### src/rtl/accum_seq_ctrl.sv
// accum_seq_ctrl: sequences multi-pass accumulation jobs onto a banked
// accumulator slot, then reads back the result rows into a small readout
// FIFO.
//
// A job is started by a start pulse in IDLE. The pulse latches base row,
// row count, pass count, zone and bank mask.
// - Pass 0 streams operands as WRITE commands.
// - Passes 1..N-1 stream operands as ACCUM commands.
// - The rows are then issued as READ commands.
// READ issue is throttled so that outstanding reads plus buffered results
// never exceed RD_FIFO_DEPTH. Read data returns in order on rsp_valid.
//
// Optional feature: define ACCUM_SEQ_PERF_EN to enable the 32-bit saturating
// perf_busy_cycles / perf_stall_cycles counters. Without it both outputs are
// tied to zero.
//
// Ports (W = NUM_BANKS*DATA_WIDTH):
//   clk, rstn                      clock, synchronous active-low reset
//   start, cfg_*                   job launch and configuration
//   busy, done                     job active level, one-cycle completion pulse
//   in_valid/in_ready/in_data      operand stream (LOAD and ACCUM passes)
//   cmd_valid/cmd_ready/cmd_*      command channel to the accumulator slot
//   rsp_valid/rsp_data             in-order read data return
//   out_valid/out_ready/out_data   result stream, out_last on final row
//   perf_busy_cycles/perf_stall_cycles  performance counters
//
// RD_FIFO_DEPTH must be a power of two, 2 or larger.
module accum_seq_ctrl #(
  parameter int NUM_BANKS     = 4,
  parameter int ADDR_WIDTH    = 9,
  parameter int DATA_WIDTH    = 64,
  parameter int ZONE_WIDTH    = 2,
  parameter int RD_FIFO_DEPTH = 4
) (
  input  logic                            clk,
  input  logic                            rstn,
  input  logic                            start,
  input  logic [ADDR_WIDTH-1:0]           cfg_base,
  input  logic [ADDR_WIDTH:0]             cfg_len,
  input  logic [7:0]                      cfg_passes,
  input  logic [ZONE_WIDTH-1:0]           cfg_zone,
  input  logic [NUM_BANKS-1:0]            cfg_bank_mask,
  output logic                            busy,
  output logic                            done,
  input  logic                            in_valid,
  output logic                            in_ready,
  input  logic [NUM_BANKS*DATA_WIDTH-1:0] in_data,
  output logic                            cmd_valid,
  input  logic                            cmd_ready,
  output logic [1:0]                      cmd_op,
  output logic [ADDR_WIDTH-1:0]           cmd_addr,
  output logic [ZONE_WIDTH-1:0]           cmd_zone,
  output logic [NUM_BANKS-1:0]            cmd_bank_mask,
  output logic [NUM_BANKS*DATA_WIDTH-1:0] cmd_wdata,
  input  logic                            rsp_valid,
  input  logic [NUM_BANKS*DATA_WIDTH-1:0] rsp_data,
  output logic                            out_valid,
  input  logic                            out_ready,
  output logic [NUM_BANKS*DATA_WIDTH-1:0] out_data,
  output logic                            out_last,
  output logic [31:0]                     perf_busy_cycles,
  output logic [31:0]                     perf_stall_cycles
);

  localparam int W  = NUM_BANKS * DATA_WIDTH;
  localparam int PW = $clog2(RD_FIFO_DEPTH);
  localparam int CW = PW + 1;

  localparam logic [1:0]          OP_WRITE = 2'b00;
  localparam logic [1:0]          OP_ACCUM = 2'b01;
  localparam logic [1:0]          OP_READ  = 2'b10;
  localparam logic [ADDR_WIDTH:0] ROW_ONE  = (ADDR_WIDTH+1)'(1);
  localparam logic [CW-1:0]       CNT_ONE  = CW'(1);
  localparam logic [PW-1:0]       PTR_ONE  = PW'(1);
  localparam logic [CW:0]         DEPTH_C  = (CW+1)'(RD_FIFO_DEPTH);

  typedef enum logic [2:0] {
    S_IDLE,
    S_LOAD,
    S_ACCUM,
    S_READ,
    S_DRAIN,
    S_DONE
  } state_t;

  state_t state, state_nxt;

  // Latched job configuration
  logic [ADDR_WIDTH-1:0] base_q;
  logic [ADDR_WIDTH:0]   len_q;
  logic [7:0]            passes_q;
  logic [ZONE_WIDTH-1:0] zone_q;
  logic [NUM_BANKS-1:0]  mask_q;

  // Sequencing counters
  logic [ADDR_WIDTH:0]   row_q;
  logic [7:0]            pass_q;
  logic [ADDR_WIDTH:0]   res_q;
  logic [CW-1:0]         outst_q;

  // Readout FIFO
  logic [W-1:0]          mem [RD_FIFO_DEPTH];
  logic [PW-1:0]         wr_ptr, rd_ptr;
  logic [CW-1:0]         cnt_q;

  logic [ADDR_WIDTH:0]   len_m1;
  logic                  row_last, pass_last;
  logic                  fire, wa_fire, rd_fire, push, pop, rd_room;

  assign len_m1    = len_q - ROW_ONE;
  assign row_last  = (row_q == len_m1);
  assign pass_last = (pass_q == passes_q - 8'd1);

  assign fire    = cmd_valid && cmd_ready;
  assign wa_fire = fire && (state == S_LOAD || state == S_ACCUM);
  assign rd_fire = fire && (state == S_READ);

  // Returns with nothing outstanding are strays (e.g. after a mid-job reset).
  assign push    = rsp_valid && (outst_q != '0);
  assign pop     = out_valid && out_ready;

  // Reserve a FIFO slot for every read in flight so returns never overflow.
  assign rd_room = (({1'b0, outst_q} + {1'b0, cnt_q}) < DEPTH_C);

  assign busy          = (state != S_IDLE);
  assign done          = (state == S_DONE);
  assign cmd_zone      = zone_q;
  assign cmd_bank_mask = mask_q;

  assign out_valid = (cnt_q != '0);
  assign out_data  = mem[rd_ptr];
  assign out_last  = out_valid && (res_q == len_m1);

  always_comb begin
    state_nxt = state;
    cmd_valid = 1'b0;
    in_ready  = 1'b0;
    cmd_op    = OP_WRITE;
    cmd_addr  = '0;
    cmd_wdata = '0;
    case (state)
      S_IDLE: begin
        if (start) begin
          state_nxt = (cfg_len == '0) ? S_DONE : S_LOAD;
        end
      end
      S_LOAD, S_ACCUM: begin
        cmd_op    = (state == S_LOAD) ? OP_WRITE : OP_ACCUM;
        cmd_valid = in_valid;
        in_ready  = cmd_ready;
        cmd_wdata = in_data;
        cmd_addr  = base_q + row_q[ADDR_WIDTH-1:0];
        if (wa_fire && row_last) begin
          state_nxt = pass_last ? S_READ : S_ACCUM;
        end
      end
      S_READ: begin
        cmd_op    = OP_READ;
        cmd_valid = rd_room;
        cmd_addr  = base_q + row_q[ADDR_WIDTH-1:0];
        if (rd_fire && row_last) begin
          state_nxt = S_DRAIN;
        end
      end
      S_DRAIN: begin
        if (pop && cnt_q == CNT_ONE && outst_q == '0) begin
          state_nxt = S_DONE;
        end
      end
      S_DONE: begin
        state_nxt = S_IDLE;
      end
      default: begin
        state_nxt = S_IDLE;
      end
    endcase
  end

  always_ff @(posedge clk) begin
    if (!rstn) begin
      state    <= S_IDLE;
      base_q   <= '0;
      len_q    <= '0;
      passes_q <= '0;
      zone_q   <= '0;
      mask_q   <= '0;
      row_q    <= '0;
      pass_q   <= '0;
      res_q    <= '0;
      outst_q  <= '0;
      cnt_q    <= '0;
      wr_ptr   <= '0;
      rd_ptr   <= '0;
    end else begin
      state <= state_nxt;

      // Row counter wraps at the end of every pass, including the read pass.
      if (wa_fire) begin
        if (row_last) begin
          row_q  <= '0;
          pass_q <= pass_q + 8'd1;
        end else begin
          row_q <= row_q + ROW_ONE;
        end
      end
      if (rd_fire) begin
        row_q <= row_last ? '0 : row_q + ROW_ONE;
      end

      case ({rd_fire, push})
        2'b10:   outst_q <= outst_q + CNT_ONE;
        2'b01:   outst_q <= outst_q - CNT_ONE;
        default: outst_q <= outst_q;
      endcase

      if (push) wr_ptr <= wr_ptr + PTR_ONE;
      if (pop)  rd_ptr <= rd_ptr + PTR_ONE;
      case ({push, pop})
        2'b10:   cnt_q <= cnt_q + CNT_ONE;
        2'b01:   cnt_q <= cnt_q - CNT_ONE;
        default: cnt_q <= cnt_q;
      endcase

      if (pop) res_q <= res_q + ROW_ONE;

      if (state == S_IDLE && start) begin
        base_q   <= cfg_base;
        len_q    <= cfg_len;
        passes_q <= (cfg_passes == 8'd0) ? 8'd1 : cfg_passes;
        zone_q   <= cfg_zone;
        mask_q   <= cfg_bank_mask;
        row_q    <= '0;
        pass_q   <= '0;
        res_q    <= '0;
      end
    end
  end

  always_ff @(posedge clk) begin
    if (push) mem[wr_ptr] <= rsp_data;
  end

`ifdef ACCUM_SEQ_PERF_EN
  logic [31:0] busy_cnt, stall_cnt;

  always_ff @(posedge clk) begin
    if (!rstn) begin
      busy_cnt  <= '0;
      stall_cnt <= '0;
    end else if (state == S_IDLE && start) begin
      busy_cnt  <= '0;
      stall_cnt <= '0;
    end else begin
      if (busy && busy_cnt != '1) busy_cnt <= busy_cnt + 32'd1;
      if (cmd_valid && !cmd_ready && stall_cnt != '1) stall_cnt <= stall_cnt + 32'd1;
    end
  end

  assign perf_busy_cycles  = busy_cnt;
  assign perf_stall_cycles = stall_cnt;
`else
  assign perf_busy_cycles  = '0;
  assign perf_stall_cycles = '0;
`endif

endmodule

### config.mk
export PLATFORM = sky130hd
export DESIGN_NAME = accum_seq_ctrl
export DESIGN_NICKNAME = d
export VERILOG_FILES = /design/src/rtl/accum_seq_ctrl.sv
export SDC_FILE = /design/constraint.sdc
export NUM_CORES = 1
export LEC_CHECK = 0
export BUFFER_PORTS_ARGS = -buffer_cell sky130_fd_sc_hd__buf_2
export CORE_AREA = 2 2 447 449
export CTS_CLUSTER_SIZE = 12
export DETAILED_ROUTE_END_ITERATION = 10
export DIE_AREA = 0 0 449 451
export HOLD_SLACK_MARGIN = 0.02
export PLACE_DENSITY_LB_ADDON = 0.15
export RECOVER_POWER = 50
export SYNTH_ARGS = -nofsm -noshare
export SYNTH_HDL_FRONTEND = slang
export SYNTH_SLANG_ARGS = --single-unit
### constraint.sdc
create_clock -name clk -period 9.7 [get_ports clk]
set_input_delay 0.485 -clock clk [delete_from_list [all_inputs] [get_ports clk]]
set_output_delay 0.485 -clock clk [all_outputs]
set_load 0.05 [all_outputs]
; ---- Yosys cells after proc, flatten, opt, wreduce, memory -nomap -nowiden
; Memory sizes are Yosys's and may differ from the RTL's. A register that Yosys moved wholly into a read port is not among the register bits.
; Index checks and enable logic that the tools add are counted.
[word_totals]
in_bits = 552
output_inout_bits = 599
ff_bits = 74
n_memories = 1
ramBits = 1024
elab_cells = 96
[classes]
muxes = 23
eq_ne = 17
order_cmp = 1
bitwise = 1
addsub = 13
n_reduce_logical = 27
[memory_table]
columns = memory, words, word_bits, read_ports, rd_ports_with_merged_regs, wr, line
row1 = mem, 4, 256, 1, 1, 1, 102  ; logic [W-1:0] mem [RD_FIFO_DEPTH];
[ops]
columns = op, count
row1 = 2-to-1 mux 256 bit, 1
row2 = 2-to-1 mux 10 bit, 3
row3 = "adder 10 x 1 -> 10 bit, second input constant", 2
row4 = equality test 10 bit, 2
row5 = 2-to-1 mux 3 bit, 5
row6 = one-hot mux 3 bit (2 select lines), 2
row7 = one-hot mux 3 bit (4 select lines), 1
row8 = logical AND 1 bit, 11
row9 = zero test 10 bit, 1
row10 = "subtractor 10 x 1 -> 10 bit, second input constant", 1
row11 = adder 9 bit, 1
row12 = 2-to-1 mux 9 bit, 1
row13 = nonzero test 3 bit, 3
row14 = "adder 8 x 1 -> 8 bit, second input constant", 1
row15 = equality test 8 bit, 1
row16 = zero test 8 bit, 1
row17 = 2-to-1 mux 8 bit, 1
row18 = "subtractor 8 x 1 -> 8 bit, second input constant", 1
row19 = "adder 3 x 1 -> 3 bit, second input constant", 2
row20 = "equality test 3 x 1 -> 1 bit, second input constant", 2
row21 = "equality test 3 x 2 -> 1 bit, second input constant", 2
row22 = "equality test 3 bit, second input constant", 2
row23 = zero test 3 bit, 2
row24 = "!= test 2 bit, second input constant", 3
row25 = 18 further kinds, 30

; ---- Depth between registers and ports, before layout
; Gate-level depths: netlist of run 1.
[depth]
word_depth = 8
mapped_depth = 13
depth_no_buf = 12

; ---- Worst setup path before layout of run 1
; OpenSTA, ideal clock, no wires.
[synth_path]
path_kind = input -> register
from = in rsp_valid
to = mem mem[0][0] in the netlist's numbering (enable)
required_ps = 9051
stages = 3
t_arrival_ps = 6703
path_slack_ps = 2348
path_buffers = 1
setup_time_ps = 649
cell_sequence = nor2b_1 clkbuf_1 and2_1
[synth_via]
elab_chain_cells = 3
[synth_rtl]
columns = element, line
row1 = from (decl), 55  ; input logic rsp_valid,
row2 = logical AND 1 bit, 119  ; assign push = rsp_valid && (outst_q != '0);
row3 = net push, 108  ; logic fire, wa_fire, rd_fire, push, pop, rd_room;
row4 = 2-to-1 mux 1 bit, 240  ; if (push) mem[wr_ptr] <= rsp_data;
row5 = 2-to-1 mux 1 bit (implied by the code), 240
row6 = to (decl), 102
; The timed path passes the listed nets, and every way through them passes these cells.

; ---- Final worst setup path of run 1
[layout_path]
from = reg outst_q[0]
to = mem mem[1][103] in the netlist's numbering (enable)
[layout_via]
elab_chain_cells = 4
[layout_rtl]
columns = element, line
row1 = from (decl), 99  ; logic [CW-1:0] outst_q;
row2 = from (signal assigned), 211  ; 2'b10: outst_q <= outst_q + CNT_ONE;
row3 = from (signal assigned), 212  ; 2'b01: outst_q <= outst_q - CNT_ONE;
row4 = from (signal assigned), 213  ; default: outst_q <= outst_q;
row5 = nonzero test 3 bit, 119
row6 = logical AND 1 bit, 119
row7 = 2-to-1 mux 1 bit, 240
row8 = 2-to-1 mux 1 bit (implied by the code), 240
; Every way passes these cells.

==> results.ini, run 1 <==
[global_route]
grt_pass1_vias=27400
antenna_found_initial=87
grt_overflow=0
track_usage=0.166
grt_max_degree=258
grt_pass1_wl_um=235000

[placed_design]
place_hpwl_um=129000
dp_slack_ps=5680
place_inst=5909
placed_area_sq_um=51900
placement.io_buffers=1086
gp_congestion=1.05

[sta]
rsz0062_at_grt=false
setup_slack_ps=3270
setup_tns_ps=0
timing.fmax_ghz=0.155
fin_skew_ps=69.5
setup_viol_count_final=0
tightest_slew_ps=4400
slew_headroom=-1.93
slew_violations=354
finalCriticalPeriod_ps=6430
hold_viol_final=0
finalCritPeriodShare=0.663

[worst_setup_path]
critPathMaxFanout=51
slowest_delay_ps=2630
r2r-start=outst_q[0]
reg2regPathDepth=5
worstPathRequired_ps=10070
path_class=reg -> reg
cp_slowest_cell=clkbuf_1
arrival_ps=6810
path_buf_inv=2
start_kind=register
end_kind=register
crit_family=buffers and inverters
r2r_end=mem[1][103]
path_cells=nor3_1 > nor2b_1 > and2_0 > clkbuf_1 > buf_4
r2r_slack_ps=3270

[min_path]
min_from=cfg_len[9]
hp-class=in -> reg
hold_end=len_q[9]
whs_path_depth=3

[clock_network]
clock_latency_ps=760
cts_buffers=121
cts_resized=0
htree_levels=3
cts_num_sinks=1100
clk_pin_slew_ps=60
cts_tree=built
clockRootBuffer=clkbuf_16
cts_buffer_depth=3

[flow_run]
max-cap-violations=9

[routing]
wl_per_cell_um=26.7
dr_total_vias=26300
ant_nets=0
wirelength_um=172000
vias_per_cell=4.08
drc=0
drtIter0Drc=1995
drtPass1Iterations=5

[die]
dieHeight_um=451
initial_utilization=0.220
die-area_sq_um=202000
row_count=164
core_region_area_sq_um=198000
die_x_um=449
ios=1151

[synth]
synth.most_common_cell=edfxtp_1
yosysWarnings=0
synthDistinctLibCells=63
synth_top_area_frac=0.706
syn-cell-area_sq_um=43600
synth_largest_area_cell=edfxtp_1
synth_common_cells=1024 x edfxtp_1, 273 x and2_1, 256 x mux4_2, 93 x nand2_1, 77 x clkbuf_1
synth_edf_count=1024
syn_area_per_cell_sq_um=19.3
synth_area_leaders=edfxtp_1 71%, mux4_2 13%, and2_1 3.9%
ys_seq_elements=1100
yosysSeqAreaShare=0.741
async_reset_ff_frac=0
syn_inst=2261
ys.flop_type=edfxtp_1

[power]
p_leak_nw=20.2
ir_drop_v=0.000140
p_per_area_nw_per_um2=182
p_total_mw=10.6

[finish]
finalNonFillerCells=6452
drive_gt1_frac=0.340
fin_nets=4241
area_growth_pct=34.0
final_area_sq_um=58400

[outcome]
status=finished, violations left
violations=capacitance limit, slew limit

## per-layer routing
metal  track usage  up-vias  part of all wire
li1              -    11600                 -
met1         0.238    13500              0.46
met2         0.241      935              0.43
met3        0.0577      234             0.092
met4        0.0329       32             0.020
met5             0        -            0.0012
## cell type report
class / count / area, sq um
Sequential cell: 1100 / 32300
Timing Repair Buffer: 1397 / 8240
Tap cell: 2656 / 3320
Antenna cell: 38 / 95.1
Inverter: 25 / 93.8
Clock inverter: 66 / 663
Clock buffer: 153 / 3180
Multi-Input combinational cell: 1017 / 10500
Fill cell: 20200 / 140000
## tightest hold or removal path, cell delays in order
cell and delay [ps]:
buf_2 110, nand2_1 80, a21boi_0 80
## per-stage QoR
step | utilization | hold WS [ps]
after detailed placement | 0.262 | 461
final | 0.295 | 119
after CTS | 0.296 | 24.1
after floorplan | - | 448
after global routing | 0.294 | 52.4
after global placement | 0.262 | 450
## report_power, final
| part | internal [mW] | switching (mW) |
|---|---|---|
| sequential | 5.19 | 0.0150 |
| clock | 2.58 | 1.91 |
| combinational | 0.267 | 0.679 |
| total | 8.03 | 2.61 |
## sequential cells by signal, summed over array words and instances (netlist names), named ones only
register,count
mem,1024
len_q,10
res_q,10
row_q,10
base_q,9
pass_q,8
passes_q,8
cmd_bank_mask,4
cnt_q,3
outst_q,3
state,3
cmd_zone,2
rd_ptr,2
wr_ptr,2
## kinds of logic (layout without fill, tap and decap cells)
logic type,count (synthesis),in the layout,synth area share
flops,1100,1100,0.741
simple gates,494,494,0.0635
mux,262,262,0.134
buf+inv,207,1641,0.0239
compound gates,107,107,0.0166
xor+xnor,63,63,0.0134
fa+ha+maj,27,27,0.00810
other cells,1,102,0.0000861
## layout by cell type, fill, tap and decap left out, types with 7 or more instances in the layout
| cell | netlist | routed |
|---|---|---|
| clkbuf_1 | 77 | 301 |
| dlygate4sd3_1 | 0 | 286 |
| a21boi_0 | 34 | 34 |
| clkinv_2 | 0 | 16 |
| diode_2 | 0 | 38 |
| and3_1 | 7 | 7 |
| nor3_1 | 12 | 12 |
| nand2_1 | 93 | 93 |
| and2_0 | 0 | 10 |
| o21ai_0 | 19 | 19 |
| buf_4 | 64 | 13 |
| or3_1 | 7 | 7 |
| a21oi_1 | 23 | 23 |
| bufinv_16 | 0 | 10 |
| buf_2 | 5 | 819 |
| inv_1 | 25 | 25 |
| ha_1 | 25 | 25 |
| clkbuf_16 | 0 | 122 |
| nand4_1 | 15 | 15 |
| mux4_2 | 256 | 256 |
| nand3_1 | 7 | 7 |
| xor2_1 | 29 | 29 |
| edfxtp_1 | 1024 | 1024 |
| buf_12 | 0 | 8 |
| dfxtp_1 | 76 | 74 |
| conb_1 | 1 | 64 |
| and2_1 | 273 | 263 |
| nor2_1 | 48 | 47 |
| clkinv_1 | 0 | 30 |
| xnor2_1 | 32 | 32 |
## timing repair
action | in CTS | in global routing
hold buffers | 286 | 0
endpoints found under the hold margin | 1051 | 0
buffers inserted | 0 | 0
## worst max-delay path by stage
stage	start	cells after the start	slack (ps)	endpoint
final	outst_q[0]	5	3270	mem[1][103]
after global routing	outst_q[0]	5	2320	mem[1][244]
after CTS	register	4	4830	out_data[199]
after detailed placement	register	4	5680	out_data[199]
after global placement	register	4	5700	out_data[199]
after floorplan	rsp_valid	3	2350	mem[0][0]
(Power assumes the default switching activity.)
==> run 2, diff against run 1 <==
--- a/config.mk
+++ b/config.mk
@@ -5,11 +5,12 @@
 export SDC_FILE = /design/constraint.sdc
 export NUM_CORES = 1
 export LEC_CHECK = 0
+export ABC_AREA = 1
 export BUFFER_PORTS_ARGS = -buffer_cell sky130_fd_sc_hd__buf_2
-export CORE_AREA = 2 2 447 449
+export CORE_AREA = 2 2 452 454
 export CTS_CLUSTER_SIZE = 12
 export DETAILED_ROUTE_END_ITERATION = 10
-export DIE_AREA = 0 0 449 451
+export DIE_AREA = 0 0 454 456
 export HOLD_SLACK_MARGIN = 0.02
 export PLACE_DENSITY_LB_ADDON = 0.15
 export RECOVER_POWER = 50
==> constraint.sdc (replaced) <==
create_clock -name clk -period 5.23 [get_ports clk]
set_input_delay 0.2615 -clock clk [delete_from_list [all_inputs] [get_ports clk]]
set_output_delay 0.2615 -clock clk [all_outputs]
set_load 0.05 [all_outputs]
==> run 2 against run 1 <==
Compared with the run above: die area increased by 2.2%; critical endpoint is now mem[0][192]; synthesized area rose by 2.2%; cell area rose by 2.3%; clock power increased by 98%; hold slack is essentially flat; global-route usage grew 1.7 points; via count increased by 29%; critical path depth is the same; clock-buffer cell count up 13; core utilization is 0.15 points higher; the flow still finishes with violations (capacitance limit, slew limit); highest routed layer unchanged; critical path type unchanged.
==> results.ini, run 2 <==
[outcome]
status=finished, violations left
violations=capacitance limit, slew limit

[worst_setup_path]
start_kind=register
end_kind=register
crit_top_cell=nor2_1
r2r_end=mem[0][192]
reg2regPathDepth=5  ; unchanged
critPathMaxFanout=54  ; +5.9%
cp_slowest_cell=clkbuf_2
slowest_delay_ps=1450  ; -1180 ps
arrival_ps=4440  ; -2370 ps
r2r-start=outst_q[2]
path_buf_inv=2  ; unchanged
crit_family=buffers and inverters
path_class=reg -> reg
worstPathRequired_ps=5580  ; -4490 ps
path_cells=nor3_1 > nor2_1 > inv_1 > nor2_1 > clkbuf_2
r2r_slack_ps=1140  ; -2130 ps

[power]
ir_drop_v=0.000541  ; +290%
p_per_area_nw_per_um2=510  ; +180%
p_leak_nw=22.7  ; +13%
p_total_mw=30.5  ; +190%

[sta]
hold_viol_final=0  ; unchanged
finalCriticalPeriod_ps=4090  ; -2340 ps
slew_headroom=-0.808  ; +1.12
timing.fmax_ghz=0.244  ; +57%
slew_violations=155  ; -56%
setup_viol_count_final=0  ; unchanged
fin_skew_ps=27.9  ; -41.6 ps
tightest_slew_ps=2710  ; -1690 ps
finalCritPeriodShare=0.782  ; +0.119
fin_worst_hold_slack_ps=118  ; -0.203 ps
rsz0062_at_grt=false

[routing]
drc=0  ; unchanged
ant_nets=0  ; unchanged
wirelength_um=197000  ; +14%
dr_total_vias=34000  ; +29%
vias_per_cell=4.30  ; +5.4%
drtIter0Drc=2113  ; +5.9%
wl_per_cell_um=24.9  ; -6.8%
drtPass1Iterations=5  ; unchanged

[clock_network]
post-cts-setup-buffer-count=0  ; unchanged
cts_resized=0  ; unchanged
cts_buffers=133  ; +9.9%
cts_tree=built
cts_buffer_depth=3  ; unchanged
htree_levels=4  ; +1
clk_pin_slew_ps=60  ; about the same
cts_num_sinks=1100  ; unchanged
clock_latency_ps=760  ; about the same
clockRootBuffer=clkbuf_16

[synth]
async_reset_ff_frac=0  ; unchanged
synth_edf_count=1024  ; unchanged
syn-cell-area_sq_um=44500  ; +2.2%
yosysSeqAreaShare=0.725  ; -0.0158
syn_inst=3748  ; +66%
synth.most_common_cell=edfxtp_1
ys_seq_elements=1100  ; unchanged
synth_largest_area_cell=edfxtp_1
ys.flop_type=edfxtp_1
synthDistinctLibCells=39  ; -38%
synth_top_area_frac=0.691  ; -0.0151
synth_common_cells=1024 x edfxtp_1, 835 x nor2_1, 573 x o21ai_0, 365 x inv_1, 258 x o22ai_1
synth_area_leaders=edfxtp_1 69%, nor2_1 7.0%, o21ai_0 6.4%
syn_area_per_cell_sq_um=11.9  ; -38%
yosysWarnings=0  ; unchanged

[global_route]
grt_pass1_vias=33300  ; +21%
grt_max_degree=199  ; -23%
grt_overflow=0  ; unchanged
grt_pass1_wl_um=267000  ; +14%
antenna_found_initial=97  ; +11%
track_usage=0.183  ; +0.0169

[finish]
regArea_sq_um=32300  ; unchanged
area_growth_pct=34.1
final_util=0.296  ; +0.00154
multiInputGateArea_sq_um=9820  ; -6.6%
final_area_sq_um=59700  ; +2.3%
n_fill_cell=21100  ; +4.5%
fin_nets=5676  ; +34%
drive_gt1_frac=0.204  ; -0.135
final_cell_mix=1024 x edfxtp_1, 835 x nor2_1, 819 x buf_2, 573 x o21ai_0, 365 x inv_1
layout_commonest_cell=edfxtp_1
largest_reg_flops=1024  ; unchanged
top_register=mem

[placed_design]
place_hpwl_um=139000  ; +8.2%
placed_area_sq_um=52900  ; +1.9%
gp_congestion=0.964  ; -8.0%
placement.io_buffers=1086  ; unchanged

[min_path]
min_from=rstn
whs_path_depth=4  ; +1
hold_end=state[2]
hp-class=in -> reg

[die]
ios=1151  ; unchanged
initial_utilization=0.221  ; +0.000929
row_count=165  ; +0.61%
die-area_sq_um=207000  ; +2.2%
dieHeight_um=456  ; +1.1%
die_x_um=454  ; +1.1%
core_region_area_sq_um=202000  ; +1.8%

[flow_run]
max-cap-violations=5  ; -4

## run 2: cell count changes after synthesis, sizes merged, moves of 256 or more
cell   delta
inv     +346
and2    -273
nor2    +794
mux4    -256
o21ai   +556
o22ai   +258
## run 2: timing repair
item	4_1_cts	5_1_grt
endpoints found under the setup margin	0	0
hold buffers	293	0
endpoints found under the hold margin	1066	0
## run 2: cell families after synthesis
logic type / share of synthesized area
AOI/OAI and AO/OA: 0.110
buffers and inverters: 0.0602
and+or+nand+nor: 0.0919
other: 0.0000842
DFF: 0.725
xor gates and xnor gates: 0.00492
adders and majority gates: 0.00793
## run 2: area by class of cell
class	instances	area share
Sequential cell	1100	0.541
Inverter	372	0.0236
Tap cell	2672	0.0560
Clock inverter	77	0.0111
Multi-Input combinational cell	2065	0.164
Clock buffer	166	0.0589
Antenna cell	28	0.00117
Timing Repair Buffer	1425	0.144
## run 2: worst min-delay path, delay by kind of cell
| family | cells | cell delay (ps) |
|---|---|---|
| buf+inv | 2 | 370 |
| simple gates | 2 | 170 |
## run 2: worst max-delay path by stage
stage | start | endpoint | cells past startpoint
after global placement | len_q[0] | out_last | 10
after floorplan | outst_q[1] | mem[0][0] | 4
after global routing | outst_q[2] | mem[0][199] | 5
after CTS | len_q[0] | out_last | 9
after detailed placement | len_q[0] | out_last | 9
final | outst_q[2] | mem[0][192] | 5
## run 2: power by group
group / switching [mW] / leakage (nW) / internal, mW
Sequential: 0.128 / 9.82 / 9.75
Clock: 3.79 / 2.03 / 5.10
Combinational: 9.45 / 10.9 / 2.23
Total: 13.4 / 22.7 / 17.1
## run 2: metrics by stage
stage               worst slack, ps  TNS (ps)  instances
floorplan                     -2670  -2734670       3811
global placement               2170         0       7341
detailed placement             2170         0       7341
CTS                            1300         0       7877
global route                    700         0       7893
finish                         1140         0       7905
## run 2: routing by layer
metal	up-vias	wire, um	share of wire	global-route usage
met5	-	115	0.00058	0
met4	22	12300	0.062	0.105
met3	393	11900	0.061	0.0487
met2	1170	100000	0.51	0.324
met1	16600	72100	0.37	0.194
li1	15800	-	-	-
